`config.mk`:
```
export PLATFORM = sky130hd
export DESIGN_NAME = proc_pipe_ctrl
export DESIGN_NICKNAME = d
export VERILOG_FILES = /design/src/rtl/proc_pipe_ctrl.sv
export SDC_FILE = /design/constraint.sdc
export NUM_CORES = 1
export LEC_CHECK = 0
export ABC_AREA = 1
export BUFFER_PORTS_ARGS = -buffer_cell sky130_fd_sc_hd__buf_2
export CELL_PAD_IN_SITES_DETAIL_PLACEMENT = 0
export CELL_PAD_IN_SITES_GLOBAL_PLACEMENT = 2
export CORE_ASPECT_RATIO = 0.5
export CORE_UTILIZATION = 32
export CTS_BUF_LIST = sky130_fd_sc_hd__clkbuf_2 sky130_fd_sc_hd__clkbuf_4 sky130_fd_sc_hd__clkbuf_8
export DETAILED_ROUTE_END_ITERATION = 10
export HOLD_SLACK_MARGIN = 0.02
export PLACE_DENSITY_LB_ADDON = 0.1
export SYNTH_ARGS = -nofsm -noshare
export SYNTH_HDL_FRONTEND = slang
export SYNTH_SLANG_ARGS = --single-unit
```
`constraint.sdc`:
```
create_clock -name clk -period 4.2 [get_ports clk]
set_input_delay 0.21 -clock clk [delete_from_list [all_inputs] [get_ports clk]]
set_output_delay 0.21 -clock clk [all_outputs]
set_load 0.1 [all_outputs]
```
`src/rtl/proc_pipe_ctrl.sv`:
```
// proc_pipe_ctrl
// Sequences NUM_STAGES chained processing units over start/ready handshakes.
// Each stage holds at most one packet; packets retire strictly in order.
// Provides per-stage drop, a watchdog with abort, a pause hook for safe
// table reconfiguration and statistics counters.
//
// Ports:
//   clk, rst            clock, synchronous active-high reset
//   in_empty_i          input header FIFO empty
//   in_rd_o             one-cycle pop of the input FIFO on admission
//   out_full_i          output FIFO full
//   out_wr_o, out_tag_o push of a retired packet and its tag
//   stg_start_o         per-stage start pulse
//   stg_tag_o           tag held by each stage, stage i at [i*TAG_W +: TAG_W]
//   stg_ready_i         per-stage done (only honoured while BUSY)
//   stg_drop_i          qualifies stg_ready_i: discard the packet
//   stg_abort_o         one-cycle abort on watchdog expiry
//   drop_o              one-cycle pulse per stage discarding its packet
//   cfg_pause_i         block admission of new packets
//   idle_o              all stages IDLE
//   pkt_cnt_o           packets retired
//   drop_cnt_o          packets dropped, including timeouts
//   timeout_cnt_o       watchdog expiries
//
// Per-stage FSM:
//   state | meaning
//   IDLE  | no packet held; may accept one
//   START | start pulse issued, watchdog cleared
//   BUSY  | unit processing; waiting for ready or watchdog expiry
//   HOLD  | result held; waiting to hand on, push out, or discard

module proc_pipe_ctrl #(
  parameter int NUM_STAGES = 3,
  parameter int TAG_W      = 4,
  parameter int TIMEOUT    = 256,
  parameter int CNT_W      = 32
) (
  input  logic                        clk,
  input  logic                        rst,
  input  logic                        in_empty_i,
  output logic                        in_rd_o,
  input  logic                        out_full_i,
  output logic                        out_wr_o,
  output logic [TAG_W-1:0]            out_tag_o,
  output logic [NUM_STAGES-1:0]       stg_start_o,
  output logic [NUM_STAGES*TAG_W-1:0] stg_tag_o,
  input  logic [NUM_STAGES-1:0]       stg_ready_i,
  input  logic [NUM_STAGES-1:0]       stg_drop_i,
  output logic [NUM_STAGES-1:0]       stg_abort_o,
  output logic [NUM_STAGES-1:0]       drop_o,
  input  logic                        cfg_pause_i,
  output logic                        idle_o,
  output logic [CNT_W-1:0]            pkt_cnt_o,
  output logic [CNT_W-1:0]            drop_cnt_o,
  output logic [CNT_W-1:0]            timeout_cnt_o
);

  localparam int TMR_W = (TIMEOUT > 2) ? $clog2(TIMEOUT) : 1;
  localparam logic [TMR_W-1:0] TMR_LAST = TMR_W'(TIMEOUT - 1);

  typedef enum logic [1:0] {
    S_IDLE  = 2'd0,
    S_START = 2'd1,
    S_BUSY  = 2'd2,
    S_HOLD  = 2'd3
  } stage_state_t;

  stage_state_t          state_q [NUM_STAGES];
  stage_state_t          state_d [NUM_STAGES];
  logic [TMR_W-1:0]      timer_q [NUM_STAGES];
  logic [TMR_W-1:0]      timer_d [NUM_STAGES];
  logic [TAG_W-1:0]      tag_q   [NUM_STAGES];
  logic [TAG_W-1:0]      tag_d   [NUM_STAGES];
  logic [TAG_W-1:0]      src_tag [NUM_STAGES];
  logic [NUM_STAGES-1:0] dflag_q, dflag_d;
  logic [NUM_STAGES-1:0] start_q, start_d;
  logic [NUM_STAGES-1:0] abort_q, abort_d;
  logic [NUM_STAGES-1:0] drop_q, drop_d;
  logic [NUM_STAGES-1:0] fwd, sink_free;
  logic [TAG_W-1:0]      next_tag_q, next_tag_d;
  logic [TAG_W-1:0]      out_tag_q, out_tag_d;
  logic                  rd_q, rd_d, wr_q, wr_d, idle_q, idle_d;
  logic                  admit, retire;
  logic [CNT_W-1:0]      pkt_cnt_q, pkt_cnt_d;
  logic [CNT_W-1:0]      drop_cnt_q, drop_cnt_d;
  logic [CNT_W-1:0]      to_cnt_q, to_cnt_d;

  // Handshake conditions between neighbours, all from registered state so a
  // stage emptying this cycle is only seen as free next cycle (one bubble).
  always_comb begin
    fwd       = '0;
    sink_free = '0;
    admit     = !in_empty_i && !cfg_pause_i && (state_q[0] == S_IDLE);
    retire    = (state_q[NUM_STAGES-1] == S_HOLD) && !dflag_q[NUM_STAGES-1] && !out_full_i;
    fwd[0]     = admit;
    src_tag[0] = next_tag_q;
    for (int i = 1; i < NUM_STAGES; i++) begin
      fwd[i]     = (state_q[i-1] == S_HOLD) && !dflag_q[i-1];
      src_tag[i] = tag_q[i-1];
    end
    for (int i = 0; i < NUM_STAGES - 1; i++) begin
      sink_free[i] = (state_q[i+1] == S_IDLE);
    end
    sink_free[NUM_STAGES-1] = !out_full_i;
  end

  always_comb begin
    start_d = '0;
    abort_d = '0;
    drop_d  = '0;
    dflag_d = dflag_q;
    for (int i = 0; i < NUM_STAGES; i++) begin
      state_d[i] = state_q[i];
      timer_d[i] = timer_q[i];
      tag_d[i]   = tag_q[i];
      case (state_q[i])
        S_IDLE: begin
          if (fwd[i]) begin
            state_d[i] = S_START;
            tag_d[i]   = src_tag[i];
            timer_d[i] = '0;
            start_d[i] = 1'b1;
          end
        end
        S_START: begin
          // The watchdog counts cycles since the start pulse, so expiry
          // lands exactly TIMEOUT cycles after it.
          state_d[i] = S_BUSY;
          timer_d[i] = TMR_W'(1);
        end
        S_BUSY: begin
          if (stg_ready_i[i]) begin
            state_d[i] = S_HOLD;
            dflag_d[i] = stg_drop_i[i];
          end else if (timer_q[i] == TMR_LAST) begin
            state_d[i] = S_HOLD;
            dflag_d[i] = 1'b1;
            abort_d[i] = 1'b1;
          end else begin
            timer_d[i] = timer_q[i] + TMR_W'(1);
          end
        end
        S_HOLD: begin
          if (dflag_q[i]) begin
            state_d[i] = S_IDLE;
            drop_d[i]  = 1'b1;
          end else if (sink_free[i]) begin
            state_d[i] = S_IDLE;
          end
        end
        default: state_d[i] = S_IDLE;
      endcase
    end

    rd_d       = admit;
    wr_d       = retire;
    out_tag_d  = retire ? tag_q[NUM_STAGES-1] : out_tag_q;
    next_tag_d = admit ? next_tag_q + TAG_W'(1) : next_tag_q;

    idle_d     = 1'b1;
    pkt_cnt_d  = pkt_cnt_q + CNT_W'(retire);
    drop_cnt_d = drop_cnt_q;
    to_cnt_d   = to_cnt_q;
    for (int i = 0; i < NUM_STAGES; i++) begin
      if (state_d[i] != S_IDLE) idle_d = 1'b0;
      drop_cnt_d = drop_cnt_d + CNT_W'(drop_d[i]);
      to_cnt_d   = to_cnt_d + CNT_W'(abort_d[i]);
    end
  end

  always_ff @(posedge clk) begin
    if (rst) begin
      for (int i = 0; i < NUM_STAGES; i++) begin
        state_q[i] <= S_IDLE;
        timer_q[i] <= '0;
        tag_q[i]   <= '0;
      end
      dflag_q    <= '0;
      start_q    <= '0;
      abort_q    <= '0;
      drop_q     <= '0;
      next_tag_q <= '0;
      out_tag_q  <= '0;
      rd_q       <= 1'b0;
      wr_q       <= 1'b0;
      idle_q     <= 1'b1;
      pkt_cnt_q  <= '0;
      drop_cnt_q <= '0;
      to_cnt_q   <= '0;
    end else begin
      for (int i = 0; i < NUM_STAGES; i++) begin
        state_q[i] <= state_d[i];
        timer_q[i] <= timer_d[i];
        tag_q[i]   <= tag_d[i];
      end
      dflag_q    <= dflag_d;
      start_q    <= start_d;
      abort_q    <= abort_d;
      drop_q     <= drop_d;
      next_tag_q <= next_tag_d;
      out_tag_q  <= out_tag_d;
      rd_q       <= rd_d;
      wr_q       <= wr_d;
      idle_q     <= idle_d;
      pkt_cnt_q  <= pkt_cnt_d;
      drop_cnt_q <= drop_cnt_d;
      to_cnt_q   <= to_cnt_d;
    end
  end

  always_comb begin
    stg_tag_o = '0;
    for (int i = 0; i < NUM_STAGES; i++) begin
      stg_tag_o[i*TAG_W +: TAG_W] = tag_q[i];
    end
  end

  assign in_rd_o       = rd_q;
  assign out_wr_o      = wr_q;
  assign out_tag_o     = out_tag_q;
  assign stg_start_o   = start_q;
  assign stg_abort_o   = abort_q;
  assign drop_o        = drop_q;
  assign idle_o        = idle_q;
  assign pkt_cnt_o     = pkt_cnt_q;
  assign drop_cnt_o    = drop_cnt_q;
  assign timeout_cnt_o = to_cnt_q;

endmodule

```
**Word level (Yosys, flattened, before mapping)**

Memory sizes are Yosys's and may differ from the RTL's.
Index checks and enable logic that the tools add are counted.
W data, S select, Z words.

- Add/sub/neg operators: 11
- Eq/ne operators: 12
- Muxes and demuxes: 75
- Bitwise operators: 12
- Reduce and logical (&&, ||, !) cells: 27

Operators by type and width:

| cell | number |
|---|---|
| $add A32 B1 Y32 | 7 |
| $mux W8 | 12 |
| $pmux W8 S3 | 3 |
| $mux W2 | 18 |
| $mux W4 | 9 |
| $mux W1 | 30 |
| $add A8 B1 Y8 const B | 3 |
| $eq A8 B8 Y1 const B | 3 |
| $pmux W2 S4 | 3 |
| $eq A2 B2 Y1 const B | 6 |
| $reduce_bool A2 Y1 | 6 |
| $or A1 B1 Y1 | 9 |
| $eq A2 B1 Y1 const B | 3 |
| $logic_and A1 B1 Y1 | 6 |
| $logic_not A1 Y1 | 6 |
| $logic_not A2 Y1 | 3 |
| $reduce_and A2 Y1 | 3 |
| $reduce_or A2 Y1 | 3 |
| $add A4 B1 Y4 const B | 1 |
| $not A1 Y1 | 3 |

- Register bits: 119
- Memory bits (writable): 42
- Output and inout bits: 124
- Memories kept: 3

Memory list:

| memory | words | bits a word | rd ports | clocked after Yosys merged registers in | wr ports | line | RTL |
|---|---|---|---|---|---|---|---|
| timer_q | 3 | 8 | 3 | 0 | 3 | 70 | `logic [TMR_W-1:0] timer_q [NUM_STAGES];` |
| tag_q | 3 | 4 | 3 | 0 | 3 | 72 | `logic [TAG_W-1:0] tag_q [NUM_STAGES];` |
| state_q | 3 | 2 | 3 | 0 | 3 | 68 | `stage_state_t state_q [NUM_STAGES];` |

**Logic depth before layout (Yosys ltp)**

Gate-level depths: netlist (run 1).

- Word-level depth: 9
- Depth in mapped cells: 18
- Mapped depth without buffers: 18

**Worst setup path before layout (run 1)**

Ideal clock, no wire load.

- Path type: flip-flop to flip-flop
- Start point: reg to_cnt_q[0], in the netlist timeout_cnt_o[0]
- End point: reg to_cnt_q[26], in the netlist timeout_cnt_o[26]
- Setup time: 0.071 ns
- Data arrival time: 3.018 ns
- Slack: 1.111 ns
- Stages on the path, launching flop included: 15
- Period minus slack after synthesis: 3.089 ns
- Path through: dfxtp_1 inv_1 fa_1 inv_1 ha_1 fa_1 nand2_1 inv_2 nand2_4 clkinv_2 nand2_2 nor2_4 nand2_1 nand2_1 a21oi_1

- Word-level cells in the longest chain between the ends: 3

Ends and longest elaborated chain:

| item | line | RTL |
|---|---|---|
| from (decl) | 86 | `logic [CNT_W-1:0] to_cnt_q, to_cnt_d;` |
| from (signal assigned) | 207 | `to_cnt_q <= to_cnt_d;` |
| $add A32 B1 Y32 (3 in a row) | 167 | `to_cnt_d = to_cnt_d + CNT_W'(abort_d[i]);` |

Every way passes these cells.
A chain may end at the register's enable or synchronous reset.

==> results.ini, run 1 <==
[cells_and_area]
finalNonFillerCells=1767
syn_to_final_growth_pct=17.9
design_area_um2=10100
utilization=0.393
drive_gt1_frac=0.178
final_nets=1452
antenna_cells=0
fill_cells=2862

[place]
gp_congestion=0.859
placement.io_buffers=134
dp.cells=1730
placed_area_um2=9630
dpl.hpwl_um=19600

[logic_synthesis]
synthTopCellsByArea=dfxtp_1, nand2_1, nor2_1
ys_seq_area_frac=0.375
synth_top_area_cell=dfxtp_1
synth.most_common_cell=nand2_1
mappedNetlistArea_um2=8590
synth_cell_types=41
synth_nets=1312
yosysWarningCount=0
synth-seq-cells=161
synth-edff-count=0
synth_common_cells=nand2_1, nor2_1, dfxtp_1
synth_cells=1270
synth_top_area_share=0.375
yosys_most_used_dff=dfxtp_1
synthArstFlopShare=0
syn_avg_cell_area_um2=6.76

[sta]
fmax_mhz=296
fin_worst_skew_ns=0.0120
slew_violations=0
tightest_slew_ns=0.661
grt_setup_unrepaired=false
finalSetupViolCount=0
fin_crit_ns=3.38
setup_tns_ns=0
finalHoldViolations=0
slew_headroom=0.559
fin_crit_sh=0.805

[routing]
drt-vias-per-instance=4.70
drtPass1Iterations=8
vias=8297
drc=16
finalWirelength_um=25600
drt-initial-drc-count=437
ant_nets=0
wl_per_cell_um=14.5

[global_route]
busiest_layer=met2
grt_max_degree=54
grt_overflow=0
grt_use_met1=0.257
grt_use_met2=0.306
antenna_found_initial=0
grt_usage=0.189
grt_pass1_wl_um=40500
use_met3=0.0438
grt_pass1_vias=7710

[floorplan]
die_w_um=234
die_area_um2=27500
core_um2=25800
rows=41
ios=135
die_h_um=118
start_util=0.334

[clocking]
cts_tree=built
h-tree-depth=4
cts.sinks=161
post-cts-setup-buffers=0
cts_buffers=17
ctsHoldBuffers=5
post_cts_resized=0
cts_buffer_depth=2
root_buffer=clkbuf_8
cts.reportedPaths.clkPinSlew_ns=0.09
clock_latency_ns=0.49

[critical_path]
end_kind=flip-flop
critPathKind=flip-flop to flip-flop
critical_path.max_fanout=4
cp_slowest_cell=fa_1
crit_buf_inv=3
crit_family=adder cells
cp_common_cell=nor2_1
critPathMaxStageDelay_ns=0.48
required_ns=4.56
startpoint_type=flip-flop
arrival_ns=3.74
path_cells=ha_1, nand2_1, nor2_1, nand3_1, or2_2, fa_1, inv_1, ha_1, fa_1, nand2_1, inv_2, nand2_4, clkinv_2, nand2_2, nor2_1, xor2_1, nor2_1

[power]
leakage_nw=4.03
vdd_drop_max_mv=0.204
powerDensity_nw_per_um2=362
finalPower_mw=3.66

[worst_hold_path]
min_path_type=input port to flip-flop

[run_status]
status=finished with violations
violations=DRC

[run]
drv_cap=0

-- metrics by stage --
stage	hold WS (ns)	setup slack, ns
2_1_floorplan	0.289	1.11
3_3_place_gp	0.455	0.914
6_report	0.0679	0.817
3_5_place_dp	0.458	0.864
5_1_grt	0.0388	0.579
4_1_cts	0.0311	0.797
-- sequential cells by signal, summed over array words and instances (netlist names), 3 cells and up --
name / cells
pkt_cnt_o: 32
next_tag_q: 4
state_q: 6
tag_q: 12
dflag_q: 3
drop_cnt_o: 32
out_tag_o: 4
timeout_cnt_o: 32
stg_start_o: 3
drop_o: 3
timer_q: 24
stg_abort_o: 3
-- final timing paths --
| check | start | endpoint | slack [ns] | cells past startpoint |
|---|---|---|---|---|
| worst min register to register | timer_q[0][15] | timer_q[0][15] | 0.48 | 2 |
| worst min-delay path | stg_ready_i[0] | dflag_q[0] | 0.07 | 4 |
| worst max-delay path | timer_q[0][16] | timeout_cnt_o[16] | 0.82 | 17 |
| worst max register to register | timer_q[0][16] | timeout_cnt_o[16] | 0.82 | 17 |
-- layer usage --
metal | share of wire | vias up | wire length (um)
met1 | 0.49 | 3837 | 12500
met3 | 0.038 | 9 | 973
met5 | 0 | - | 0
met4 | 0.0051 | 0 | 131
li1 | - | 4334 | -
met2 | 0.47 | 117 | 12000
-- layout by cell type, fill, tap and decap left out, types with 3 or more instances in the layout --
cell type,synthesis,layout
nor3_2,5,5
buf_4,0,4
nor3b_1,3,3
xnor2_1,3,3
o21bai_1,3,3
clkinv_2,1,5
nand4_1,17,17
dlygate4sd3_1,0,5
nor2_2,21,21
inv_1,136,136
nand3b_1,12,12
o21a_1,5,5
fa_1,4,4
xor2_1,8,8
inv_2,10,11
clkbuf_8,0,20
ha_1,27,27
nand2_1,318,318
nor3_1,27,27
buf_2,5,133
nand2_4,6,6
nor2_4,15,15
nand3_1,67,67
dfxtp_1,161,161
nand3_2,4,4
a21oi_1,100,100
o211ai_1,3,3
nor2_1,213,213
nand2_2,12,12
bufinv_16,0,4
o21ai_0,53,53
-- power by group --
part | switching [mW] | leakage (nW) | internal, mW
registers | 0.0569 | 1.30 | 1.58
clock network | 0.630 | 0.229 | 0.706
logic | 0.490 | 2.50 | 0.196
total | 1.18 | 4.03 | 2.49
-- logic make-up after synthesis --
| family | Yosys count | share of synthesized area |
|---|---|---|
| xor+xnor | 11 | 0.0112 |
| simple gates | 728 | 0.385 |
| buf+inv | 169 | 0.0749 |
| flops | 161 | 0.375 |
| fa+ha+maj | 31 | 0.0486 |
| compound gates | 170 | 0.105 |
-- worst register-to-register path, cell delays in order (launching register included) --
cell	delay [ns]
dfxtp_1	0.38
ha_1	0.21
nand2_1	0.09
nor2_1	0.16
nand3_1	0.15
or2_2	0.33
fa_1	0.48
inv_1	0.04
ha_1	0.28
fa_1	0.42
nand2_1	0.09
inv_2	0.05
nand2_4	0.10
clkinv_2	0.11
nand2_2	0.12
nor2_1	0.07
xor2_1	0.13
nor2_1	0.05
-- layout make-up --
class,count,area (um2),area share
multi-input combinational,940,4720,0.467
sequential,161,3220,0.318
timing repair buffer,142,746,0.0736
inverter,148,557,0.0550
tap,344,430,0.0425
clock buffer,22,290,0.0287
clock inverter,10,156,0.0154
No activity file was read; power rests on OpenSTA's default activity.
==> run 2: changes to the inputs <==
--- a/config.mk
+++ b/config.mk
@@ -5,12 +5,12 @@
 export SDC_FILE = /design/constraint.sdc
 export NUM_CORES = 1
 export LEC_CHECK = 0
-export ABC_AREA = 1
+export ABC_AREA = 0
 export BUFFER_PORTS_ARGS = -buffer_cell sky130_fd_sc_hd__buf_2
 export CELL_PAD_IN_SITES_DETAIL_PLACEMENT = 0
 export CELL_PAD_IN_SITES_GLOBAL_PLACEMENT = 2
 export CORE_ASPECT_RATIO = 0.5
-export CORE_UTILIZATION = 32
+export CORE_UTILIZATION = 35
 export CTS_BUF_LIST = sky130_fd_sc_hd__clkbuf_2 sky130_fd_sc_hd__clkbuf_4 sky130_fd_sc_hd__clkbuf_8
 export DETAILED_ROUTE_END_ITERATION = 10
 export HOLD_SLACK_MARGIN = 0.02
==> constraint.sdc (replaced) <==
create_clock -name clk -period 3.5 [get_ports clk]
set_input_delay 0.175 -clock clk [delete_from_list [all_inputs] [get_ports clk]]
set_output_delay 0.175 -clock clk [all_outputs]
set_load 0.1 [all_outputs]
==> run 2 against run 1 <==
The flow still finishes with violations (DRC). Final area fell by 12%. Sequential power grew 15%. Register-to-register slack lost 0.66 ns. Critical path depth down 3. Clock power hardly changed. Largest cell class unchanged. Sequential cell count is the same. Utilization rose by 4.0 points. Clock skew about the same. Non-clock buffer count up 21. Via count decreased by 25%. Largest power group unchanged. Clock-buffer cell count down 1.
==> results.ini, run 2 <==
[logic_synthesis]
ys_seq_area_frac=0.438  ; +0.0631
synthArstFlopShare=0  ; unchanged
synthTopCellsByArea=dfxtp_1, nor2_1, xor2_1
yosys_most_used_dff=dfxtp_1
syn_avg_cell_area_um2=8.80  ; +30%
synth_cell_types=59  ; +44%
synth.most_common_cell=dfxtp_1
synth_cells=836  ; -34%
mappedNetlistArea_um2=7350  ; -14%
synth_common_cells=dfxtp_1, nor2_1, nand2_1
synth-edff-count=0  ; unchanged
synth_top_area_cell=dfxtp_1
yosysWarningCount=0  ; unchanged
synth-seq-cells=161  ; unchanged
synth_nets=878  ; -33%
synth_top_area_share=0.438  ; +0.0631

[run_status]
violations=DRC
status=finished with violations

[floorplan]
die_area_um2=21600  ; -21%
core_um2=20600  ; -20%
die_w_um=207  ; -11%
rows=37  ; -9.8%
die_h_um=105  ; -11%
ios=135  ; unchanged
start_util=0.358  ; +0.0242

[worst_hold_path]
hp-start=stg_ready_i[0]
hold_end=stg_abort_o[0]
hold-path-cell-count=3  ; -1
min_path_type=input port to flip-flop

[power]
p_seq_frac=0.511  ; +0.063
combPwrFrac=0.115  ; -0.072
leakage_nw=3.72  ; -7.7%
powerDensity_nw_per_um2=413  ; +14%
power.share.clock=0.374  ; +0.009
finalPower_mw=3.68  ; +0.37%
vdd_drop_max_mv=0.216  ; +6.0%
internal_power_mw=2.65  ; +6.8%
p_switching_mw=1.02  ; -13%
p_sw_frac=0.278  ; -0.0431

[place]
placement.io_buffers=134  ; unchanged
gp_congestion=0.775  ; -9.8%
dp.cells=1238  ; -28%
dpl.hpwl_um=12900  ; -34%

[critical_path]
regToRegSetupSlack_ns=0.16  ; -0.66 ns
rr_endpoint=timeout_cnt_o[28]
arrival_ns=3.67  ; -0.07 ns
end_kind=flip-flop
critical_path.max_fanout=5  ; +1
rr_worst_depth=14  ; -3
critPathKind=flip-flop to flip-flop
startpoint_type=flip-flop
required_ns=3.83  ; -0.73 ns
rr_startpoint=timer_q[0][16]

[sta]
finalHoldViolations=0  ; unchanged
fin_crit_ns=3.34  ; -0.0404 ns
fin_crit_sh=0.955  ; +0.150
tightest_slew_ns=0.659  ; -0.00262 ns
finalSetupViolCount=0  ; unchanged
fmax_mhz=299  ; +1.2%
slew_headroom=0.558  ; -0.00155
slew_violations=0  ; unchanged
setup_tns_ns=0  ; unchanged
fin_worst_skew_ns=0.0118  ; -0.000204 ns

[routing]
wl_per_cell_um=14.6  ; +0.81%
drt-vias-per-instance=4.90  ; +4.3%
drt-initial-drc-count=293  ; -33%
drtPass1Iterations=7  ; -1
ant_nets=0  ; unchanged
vias=6242  ; -25%
drc=12  ; -4
finalWirelength_um=18700  ; -27%

[global_route]
grt_max_degree=58  ; +7.4%
grt_pass1_vias=5766  ; -25%
antenna_found_initial=0  ; unchanged
grt_pass1_wl_um=30300  ; -25%
grt_usage=0.174  ; -0.0148
grt_overflow=0  ; unchanged

[clocking]
cts_tree=built
cts.reportedPaths.clkPinSlew_ns=0.08  ; about the same
cts_buffers=17  ; unchanged
clock_latency_ns=0.46  ; -0.03 ns
h-tree-depth=4  ; unchanged
cts_buffer_depth=2  ; unchanged
root_buffer=clkbuf_8
cts.sinks=161  ; unchanged

[cells_and_area]
syn_to_final_growth_pct=21.1
finalNonFillerCells=1275  ; -28%
drive_gt1_frac=0.214  ; +0.0360
most-common-layout-cells=dfxtp_1, buf_2, nor2_1
layout_commonest_cell=dfxtp_1
final_nets=1031  ; -29%

[run]
drv_cap=0  ; unchanged

-- run 2: changes by cell type after synthesis, sizes merged, moves of 13 or more --
cell,previous run,this run
nand2,336,54
inv,146,23
nor2,249,131
o21ai,54,34
and2,0,20
nor2b,0,13
nor3,34,20
xnor2,3,33
xor2,8,50
nand3,71,48
and3,0,14
a21oi,101,42
or3,0,16
-- run 2: stage by stage --
stage | util | setup slack, ns | instance area [um2] | hold slack [ns]
floorplan | - | 0.111 | 7350 | 0.252
global placement | 0.410 | 0.0351 | 8430 | 0.390
detailed placement | 0.410 | -0.0205 | 8430 | 0.390
CTS | 0.431 | -0.0250 | 8860 | 0.0392
global route | 0.433 | -0.0721 | 8910 | 0.0664
finish | 0.433 | 0.158 | 8910 | 0.0780
-- run 2: area by class of cell --
class,instances,area (um2)
fill,2099,11600
multi-input combinational,623,3970
sequential,161,3230
timing repair buffer,163,901
tap,273,342
clock buffer,21,270
clock inverter,10,111
inverter,23,86.3
antenna,1,2.50
-- run 2: logic make-up (layout without fill, tap and decap cells) --
kind of cell	Yosys count	in the layout	synth area share
xor gates and xnor gates	83	83	0.0988
and+or+nand+nor	392	392	0.278
muxes	12	12	0.0163
AOI/OAI and AO/OA	105	105	0.0837
DFF	161	161	0.438
other	0	1	0
buffers and inverters	52	217	0.0282
adders and majority gates	31	31	0.0568
-- run 2: worst max-delay path, stage by stage, from the launching register on --
cell and delay, ns:
dfxtp_2 0.34, ha_2 0.18, and3_4 0.19, nand3_2 0.09, or4_4 0.54, fa_1 0.45, inv_1 0.07, ha_2 0.18
fa_2 0.22, nand4_1 0.11, buf_4 0.18, nor4_4 0.29, nand3_1 0.15, xor2_1 0.16, nor2_1 0.05
-- run 2: metal layers --
metal  routed length, um  global-route usage  vias up
met4                 184              0.0512        0
met1                9740               0.249     2944
met5                   0                   0        -
met2                7970               0.259       96
met3                 753              0.0411       14
li1                    -                   -     3188
-- run 2: repair_timing --
| action | 4_1_cts | 5_1_grt |
|---|---|---|
| endpoints found under the hold margin | 4 | 0 |
| setup buffers | 0 | 1 |
| pin swaps | 0 | 3 |
| gates cloned | 0 | 0 |
| gates resized for setup | 0 | 11 |
| endpoints found under the setup margin | 3 | 14 |
| hold buffers | 4 | 0 |
-- run 2: worst max-delay path by stage --
stage / depth (start not counted) / slack [ns] / from / to
after floorplan: 13 / 0.11 / timer_q[0][16] / timeout_cnt_o[26]
after global placement: 13 / 0.04 / timer_q[0][16] / timeout_cnt_o[22]
after detailed placement: 13 / -0.02 / timer_q[0][16] / timeout_cnt_o[24]
after CTS: 13 / -0.03 / timer_q[0][16] / timeout_cnt_o[28]
after global routing: 14 / -0.07 / state_q[0][0] / timeout_cnt_o[28]
final: 14 / 0.16 / timer_q[0][16] / timeout_cnt_o[28]
-- run 2: power groups by stage --
stage | sequential (mW) | clock (mW) | combinational [mW]
floorplan | 1.98 | 0 | 0.249
global placement | 1.92 | 0 | 0.417
detailed placement | 1.92 | 0 | 0.417
CTS | 1.88 | 1.43 | 0.423
global route | 1.89 | 1.51 | 0.460
finish | 1.88 | 1.37 | 0.423
